--- src/rtl/writeback_stage.sv ---
// Write-back stage: buffers memory-stage results in a small FIFO, drains one per
// cycle into the register-file write port, and reports pending writes for decode.
module writeback_stage #(
   parameter int DEPTH = 2,
   parameter int AW    = 4,
   parameter int DW    = 32
) (
   input  logic          clk,
   input  logic          rst_n,
   input  logic          in_valid,
   output logic          in_ready,
   input  logic          in_reg_write,
   input  logic          in_mem_to_reg,
   input  logic [AW-1:0] in_rd,
   input  logic [DW-1:0] in_alu_data,
   input  logic [DW-1:0] in_mem_data,
   input  logic          wb_hold,
   output logic          r_write,
   output logic [AW-1:0] rd,
   output logic [DW-1:0] w_data,
   input  logic [AW-1:0] rs,
   input  logic [AW-1:0] rt,
   output logic          hazard_a,
   output logic          hazard_b,
   output logic [DW-1:0] fwd_a_data,
   output logic [DW-1:0] fwd_b_data
);

   localparam int PW = $clog2(DEPTH);
   localparam int CW = PW + 1;
   localparam logic [CW-1:0] DEPTH_C = CW'(DEPTH);

   logic [AW-1:0] rd_mem_r   [DEPTH];
   logic [DW-1:0] data_mem_r [DEPTH];
   logic [PW-1:0] wr_ptr_r;
   logic [PW-1:0] rd_ptr_r;
   logic [CW-1:0] count_r;

   logic          r_write_r;
   logic [AW-1:0] rd_r;
   logic [DW-1:0] w_data_r;

   logic          in_ready_s;
   logic          push_s;
   logic          pop_s;
   logic [DW-1:0] in_data_s;
   logic          hazard_a_s;
   logic          hazard_b_s;
   logic [DW-1:0] fwd_a_s;
   logic [DW-1:0] fwd_b_s;

   // Handshake and push/pop decisions; in_ready depends on the count alone.
   always_comb begin
      in_ready_s = (count_r < DEPTH_C);
      push_s     = in_valid & in_ready_s & in_reg_write;
      pop_s      = ~wb_hold & (count_r != {CW{1'b0}});
      if (in_mem_to_reg) begin
         in_data_s = in_mem_data;
      end else begin
         in_data_s = in_alu_data;
      end
   end

   // FIFO storage, pointers and occupancy.
   always_ff @(posedge clk or negedge rst_n) begin
      if (!rst_n) begin
         wr_ptr_r <= '0;
         rd_ptr_r <= '0;
         count_r  <= '0;
         for (int i = 0; i < DEPTH; i++) begin
            rd_mem_r[i]   <= '0;
            data_mem_r[i] <= '0;
         end
      end else begin
         if (push_s) begin
            rd_mem_r[wr_ptr_r]   <= in_rd;
            data_mem_r[wr_ptr_r] <= in_data_s;
            wr_ptr_r             <= wr_ptr_r + PW'(1);
         end
         if (pop_s) begin
            rd_ptr_r <= rd_ptr_r + PW'(1);
         end
         case ({push_s, pop_s})
            2'b10:   count_r <= count_r + CW'(1);
            2'b01:   count_r <= count_r - CW'(1);
            default: count_r <= count_r;
         endcase
      end
   end

   // Register-file write port; address and data hold their last values when idle.
   always_ff @(posedge clk or negedge rst_n) begin
      if (!rst_n) begin
         r_write_r <= 1'b0;
         rd_r      <= '0;
         w_data_r  <= '0;
      end else if (pop_s) begin
         r_write_r <= 1'b1;
         rd_r      <= rd_mem_r[rd_ptr_r];
         w_data_r  <= data_mem_r[rd_ptr_r];
      end else begin
         r_write_r <= 1'b0;
      end
   end

   // Hazard/forward lookup: output register first, then FIFO oldest to youngest so the youngest wins.
   always_comb begin
      logic [PW-1:0] idx_v;
      logic          live_v;
      logic          hit_a_v;
      logic          hit_b_v;
      idx_v      = '0;
      live_v     = 1'b0;
      hit_a_v    = r_write_r & (rd_r == rs);
      hit_b_v    = r_write_r & (rd_r == rt);
      hazard_a_s = hit_a_v;
      hazard_b_s = hit_b_v;
      fwd_a_s    = hit_a_v ? w_data_r : {DW{1'b0}};
      fwd_b_s    = hit_b_v ? w_data_r : {DW{1'b0}};
      for (int i = 0; i < DEPTH; i++) begin
         idx_v      = rd_ptr_r + PW'(i);
         live_v     = (CW'(i) < count_r);
         hit_a_v    = live_v & (rd_mem_r[idx_v] == rs);
         hit_b_v    = live_v & (rd_mem_r[idx_v] == rt);
         hazard_a_s = hazard_a_s | hit_a_v;
         hazard_b_s = hazard_b_s | hit_b_v;
         fwd_a_s    = hit_a_v ? data_mem_r[idx_v] : fwd_a_s;
         fwd_b_s    = hit_b_v ? data_mem_r[idx_v] : fwd_b_s;
      end
   end

   assign in_ready   = in_ready_s;
   assign r_write    = r_write_r;
   assign rd         = rd_r;
   assign w_data     = w_data_r;
   assign hazard_a   = hazard_a_s;
   assign hazard_b   = hazard_b_s;
   assign fwd_a_data = fwd_a_s;
   assign fwd_b_data = fwd_b_s;

endmodule
--- config.mk ---
export PLATFORM = sky130hd
export DESIGN_NAME = writeback_stage
export DESIGN_NICKNAME = d
export VERILOG_FILES = /design/src/rtl/writeback_stage.sv
export SDC_FILE = /design/constraint.sdc
export NUM_CORES = 1
export LEC_CHECK = 0
export ABC_CLOCK_PERIOD_IN_PS = 5300
export BUFFER_PORTS_ARGS = -buffer_cell sky130_fd_sc_hd__buf_2
export CAP_MARGIN = 30
export CORE_MARGIN = 2
export CORE_UTILIZATION = 48
export CTS_CLUSTER_SIZE = 10
export DETAILED_ROUTE_END_ITERATION = 7
export MAX_ROUTING_LAYER = met4
export PLACE_DENSITY = 0.76
export SLEW_MARGIN = 20
export SYNTH_ARGS = -nofsm -noshare
export SYNTH_HDL_FRONTEND = slang
export SYNTH_SLANG_ARGS = --single-unit
export TNS_END_PERCENT = 5
--- constraint.sdc ---
create_clock -name clk -period 5.3 [get_ports clk]
set_input_delay 1.06 -clock clk [delete_from_list [all_inputs] [get_ports clk]]
set_output_delay 1.06 -clock clk [all_outputs]
set_load 0.005 [all_outputs]
======== Word level (Yosys, flattened, before mapping) ========
Cells that the tools add are included.
word-level totals
  output and inout port bits .............. 104
  memories ................................ 0
  bits in latches ......................... 0
  memory bits (writable) .................. 0
  memory bits (read-only) ................. 0
  register bits ........................... 113
operators by class
  multiply operators ...................... 0
  shifts and indexed selects .............. 0
  bitwise operators ....................... 17
  magnitude comparators ................... 7
  divide/modulo/power cells ............... 0
  multiplexer cells ....................... 27
  reduce and logical (&&, ||, !) cells .... 3
  eq/ne operators ......................... 8
  add/subtract/negate cells ............... 4
operators with widths
  kind                 number
  $mux 32              14
  $bwmux 64            1
  $demux 32 s1         1
  $mux 4               7
  $eq 4x4->1           6
  $and 1x1->1          9
  $bwmux 8             1
  $ge 2x2->1 const B   3
  $not 1->2            3
  $demux 4 s1          1
  $lt 1x2->1 const A   2
  $or 1x1->1           4
  $pmux 2 s2           1
  $reduce_bool 2->1    2
  $add 1x1->1 const B  2
  $add 2x1->2 const B  1
  $eq 2x1->1 const B   1
  $eq 2x2->1 const B   1
  $lt 2x1->1 const B   1
  $lt 2x2->1 const B   1
  $sub 2x1->2 const B  1
  $logic_and 1x1->1    1
  $mux 1               1
  $not 1->1            1

======== Logic depth before layout (Yosys ltp) ========
  depth in word-level cells ............... 8
  gate-level depth with buffers ........... 9
  mapped depth without buffers ............ 7

======== Worst setup path before layout ========
OpenSTA, ideal clock, no wires.
  kind .................................... input-to-output
  from .................................... input port rt[0]
  to ...................................... output port fwd_b_data[11]
  data arrival time ....................... 2.210 ns
  path slack .............................. 2.030 ns
  data required time ...................... 4.240 ns
  stages on the path ...................... 6
  cell sequence ........................... nor2b_1 -> mux2_2 -> nand4_1 -> buf_2 -> mux2i_1 -> mux2i_1
between the ends
  cells in the longest elaborated chain, start to end .. 5
  elaborated cells between the ends (all ways) .. 9
  classes of those cells .................. eq/ne (3); mux (3); bitwise (3)
RTL lines
  what                line  text
  start: declaration  22    input logic [AW-1:0] rt,
  $eq 4x4->1          115   hit_b_v = r_write_r & (rd_r == rt);
  $and 1x1->1         115
  $mux 32             119   fwd_b_s = hit_b_v ? w_data_r : {DW{1'b0}};
  $mux 32             128   fwd_b_s = hit_b_v ? data_mem_r[idx_v] : fwd_b_s;
  $mux 32 *           128
  end: declaration    26    output logic [DW-1:0] fwd_b_data
Mark *: on every way between the ends. The rest lies on a longest branch, timed or not.

======== Final worst setup path ========
  from .................................... register rd_ptr_r
  to ...................................... output port fwd_a_data[31]
between the ends
  cells in the longest elaborated chain, start to end .. 8
  elaborated cells between the ends (all ways) .. 21
  classes of those cells .................. add/sub (1); eq/ne (2); mux (14); bitwise (4)
RTL lines
  what                                                        line           text
  start: declaration                                          36             logic [PW-1:0] rd_ptr_r;
  start signal: assignment                                    81             rd_ptr_r <= rd_ptr_r + PW'(1);
  $add 1x1->1 or $not 1->2 (tied branches)                    121, 123, 127
  $not 1->2 (implied by the code) or $mux 4 (tied branches)   123, 127
  $mux 4 (implied by the code) (2 in series)                  123            hit_a_v = live_v & (rd_mem_r[idx_v] == rs);
  $mux 4 (implied by the code) or $eq 4x4->1 (tied branches)  123
  $eq 4x4->1 or $and 1x1->1 (tied branches)                   123
  $and 1x1->1 or $mux 32 (tied branches)                      123, 127
  $mux 32 *                                                   127            fwd_a_s = hit_a_v ? data_mem_r[idx_v] : fwd_a_s;
  end: declaration                                            25             output logic [DW-1:0] fwd_a_data,
Mark *: on every way between the ends. The rest lies on a longest branch, timed or not. The select of a mux whose other input is x is not followed.

==> impl_metrics.toml <==
[grt]
grt_max_degree = 69
antenna_found_initial = 0
grt_pass1_vias = 6130
grt_usage = 0.252
gr-usage-met2 = 0.415
busiest_layer = "met2"
grt-ovfl-total = 0
met1_usage = 0.318
grt_pass1_wl_microns = 31200
grt_util_met3 = 0.0467

[synthesis]
yosysWarnings = 0
syn_nets = 853
synth_xor_area_frac = 0.0310
syn_avg_cell_area_sq_um = 9.58
synthMuxAreaShare = 0.336
seq_area_frac_synth = 0.384
synth_compound_gate_area_share = 0.0721
synthSimpleGateAreaFrac = 0.112
synth_top_family_by_area = "multiplexers"
synth_adder_area_share = 0.00510
synth_cells = 768
synth_cell_types = 31
syn_area_sq_um = 7360
ys_seq_elements = 113

[pwr]
power_density_nw_per_um2 = 570
vdd_drop_max_mv = 0.372
p_leak_nw = 4.53

[critical_path]
required_ns = 4.24
cpMostUsedCell = "mux2i_1"
regToRegSetupSlack_ns = 3.00
crit_path_start_kind = "register"
r2r-start = "count_r[1]$_DFFE_PN0P_"
cp-startpoint = "rd_ptr_r$_DFFE_PN0P_"
cp.arrival_ns = 3.45
setup.worst_path.class = "reg -> out"
path_depth = 7
path_cells = "mux2i_1 > xnor2_1 > nor3_1 > and2_2 > buf_4 > mux2i_1 > buf_2"
r2r_cells = 6
crit_path_top_delay_cell = "dfrtp_4"
cp-endpoint = "fwd_a_data[31]"
crit_family = "simple AND/OR/NAND/NOR gates"
r2r-end = "data_mem_r[48]$_DFFE_PN0P_"
cp-end-kind = "output port"
slowest_delay_ns = 0.86
cp_max_fo = 42
path_buf_inv = 2

[final_layout]
fillers = 1322
final_nets = 1011
num_antenna_cells = 0
final_common_cell = "mux2i_1"
layout_common_cells = "mux2i_1 (197), buf_2 (184), dfrtp_1 (112)"
fin_cells = 1121
syn2layout_area_growth_pct = 21.0
regArea_sq_um = 2830
multi_input_area_sq_um = 4120
drive_gt1_frac = 0.294

[place]
hpwl_microns = 13200
placedCellCount = 1094
io_buffers = 185
gp_congestion = 0.832

[sta]
relSlewSlack = 0.403
setup_viol = 0
final-max-slew-violation-count = 0
rsz0062_at_grt = "no"
tns_ns = 0
timing.final.crit_share = 0.852
hold_viol = 0
skew_ns = 0.00883
worst_pin_slew_ns = 0.895
fin_crit_ns = 4.51
max_freq_ghz = 0.221

[drt]
wire_per_inst_microns = 17.5
drt-vias-per-instance = 5.56
drt-total-wl_microns = 19700
drtPass1Iterations = 5
drt_iter0_markers = 395
ant_nets = 0
vias = 6236
drc = 0

[clocking]
clock-root-buffer = "clkbuf_16"
clockBufferDepth = 2
post_cts_buffers = 0
cts_hold_buf = 0
path_clk_slew_ns = 0.05
cts_tree = "done"
clkSinkCount = 113
numCtsBuffers = 17
ctsResizeCount = 0
clock_latency_ns = 0.41
htree_levels = 4

[die]
die_area_sq_um = 16300
rows = 45
start_util = 0.488
top_level_ports = 186
core_sq_um = 15100
die_w_microns = 128
dieHeight_microns = 128

[run_status]
status = "finished clean"

[run]
cap_violations = 0

[min_path]
hold_class = "reg -> reg"
[Yosys cell counts, drive strengths merged]
cell,n,area [sq um]
nor4,2,27.5
o211ai,1,7.51
inv,35,131
xor2,6,52.6
nor3,65,325
and2,1,6.26
dfrtp,113,2830
nand4,2,12.5
buf,26,174
xnor2,20,175
a21oi,32,160
clkbuf,34,128
nor2b,2,12.5
mux2i,200,2010
a2bb2oi,1,8.76
mux2,41,462
or3,1,6.26
a22o,1,8.76
nor2,36,135
or4,1,7.51
o21ai,69,345
nand3,4,20.0
or2,1,6.26
ha,3,37.5
nand2,71,267
[worst register-to-register path: cells and delay by family, from the launching register on]
kind                   cells  cell delay [ns]
buffers and inverters      2             0.69
AND/OR/NAND/NOR            3             1.00
flip-flops                 1             0.37
AO/OA/AOI/OAI              1             0.16
[power breakdown]
group	switching, mW	total (mW)	internal [mW]
Sequential	0.363	1.65	1.28
Combinational	1.36	2.47	1.11
Clock	0.359	0.960	0.601
Total	2.08	5.08	3.00
[sequential cells by signal (all words and copies together) (netlist names)]
register	flops
r_write	1
rd_ptr_r	1
rd	4
wr_ptr_r	1
count_r	2
rd_mem_r	8
w_data	32
data_mem_r	64
[per-stage QoR]
stage | setup WS, ns | hold WS [ns] | power (mW) | utilization | area (sq um)
after detailed placement | 1.15 | 0.472 | 4.10 | 0.556 | 8400
after global routing | 0.565 | 0.505 | 5.45 | 0.590 | 8900
after floorplan | 2.03 | 0.450 | 3.33 | - | 7360
after global placement | 1.19 | 0.465 | 4.01 | 0.551 | 8320
final | 0.785 | 0.484 | 5.08 | 0.590 | 8900
after CTS | 0.789 | 0.483 | 5.08 | 0.588 | 8880
[kinds of logic after synthesis]
kind of cell,count (synthesis)
buffers and inverters,95
adder cells (fa/ha/maj),3
AND/OR/NAND/NOR,186
multiplexers,241
flip-flops,113
XOR/XNOR,26
AO/OA/AOI/OAI,104
[area by class of cell]
class | instances | area share
clock inverters | 2 | 0.00112
flip-flops and latches | 113 | 0.318
well taps | 188 | 0.0264
inverters | 35 | 0.0148
clock buffers | 24 | 0.0530
multi-input cells | 560 | 0.463
repair buffers | 199 | 0.124
[how the worst min path moves through the flow]
stage	from	endpoint	slack (ns)	depth (start not counted)
after global placement	count_r[1]$_DFFE_PN0P_	count_r[1]$_DFFE_PN0P_	0.47	2
after floorplan	count_r[1]$_DFFE_PN0P_	count_r[1]$_DFFE_PN0P_	0.45	2
after detailed placement	count_r[1]$_DFFE_PN0P_	count_r[1]$_DFFE_PN0P_	0.47	2
after global routing	count_r[1]$_DFFE_PN0P_	count_r[1]$_DFFE_PN0P_	0.50	2
after CTS	count_r[1]$_DFFE_PN0P_	count_r[1]$_DFFE_PN0P_	0.48	2
final	count_r[1]$_DFFE_PN0P_	count_r[1]$_DFFE_PN0P_	0.48	2
[per-layer routing]
layer / part of all wire / vias up
met4: 0.0095 / 0
met1: 0.44 / 3006
li1: - / 3003
met2: 0.49 / 212
met5: 0 / -
met3: 0.059 / 15
Note: power is estimated with default switching activity, not from simulation.
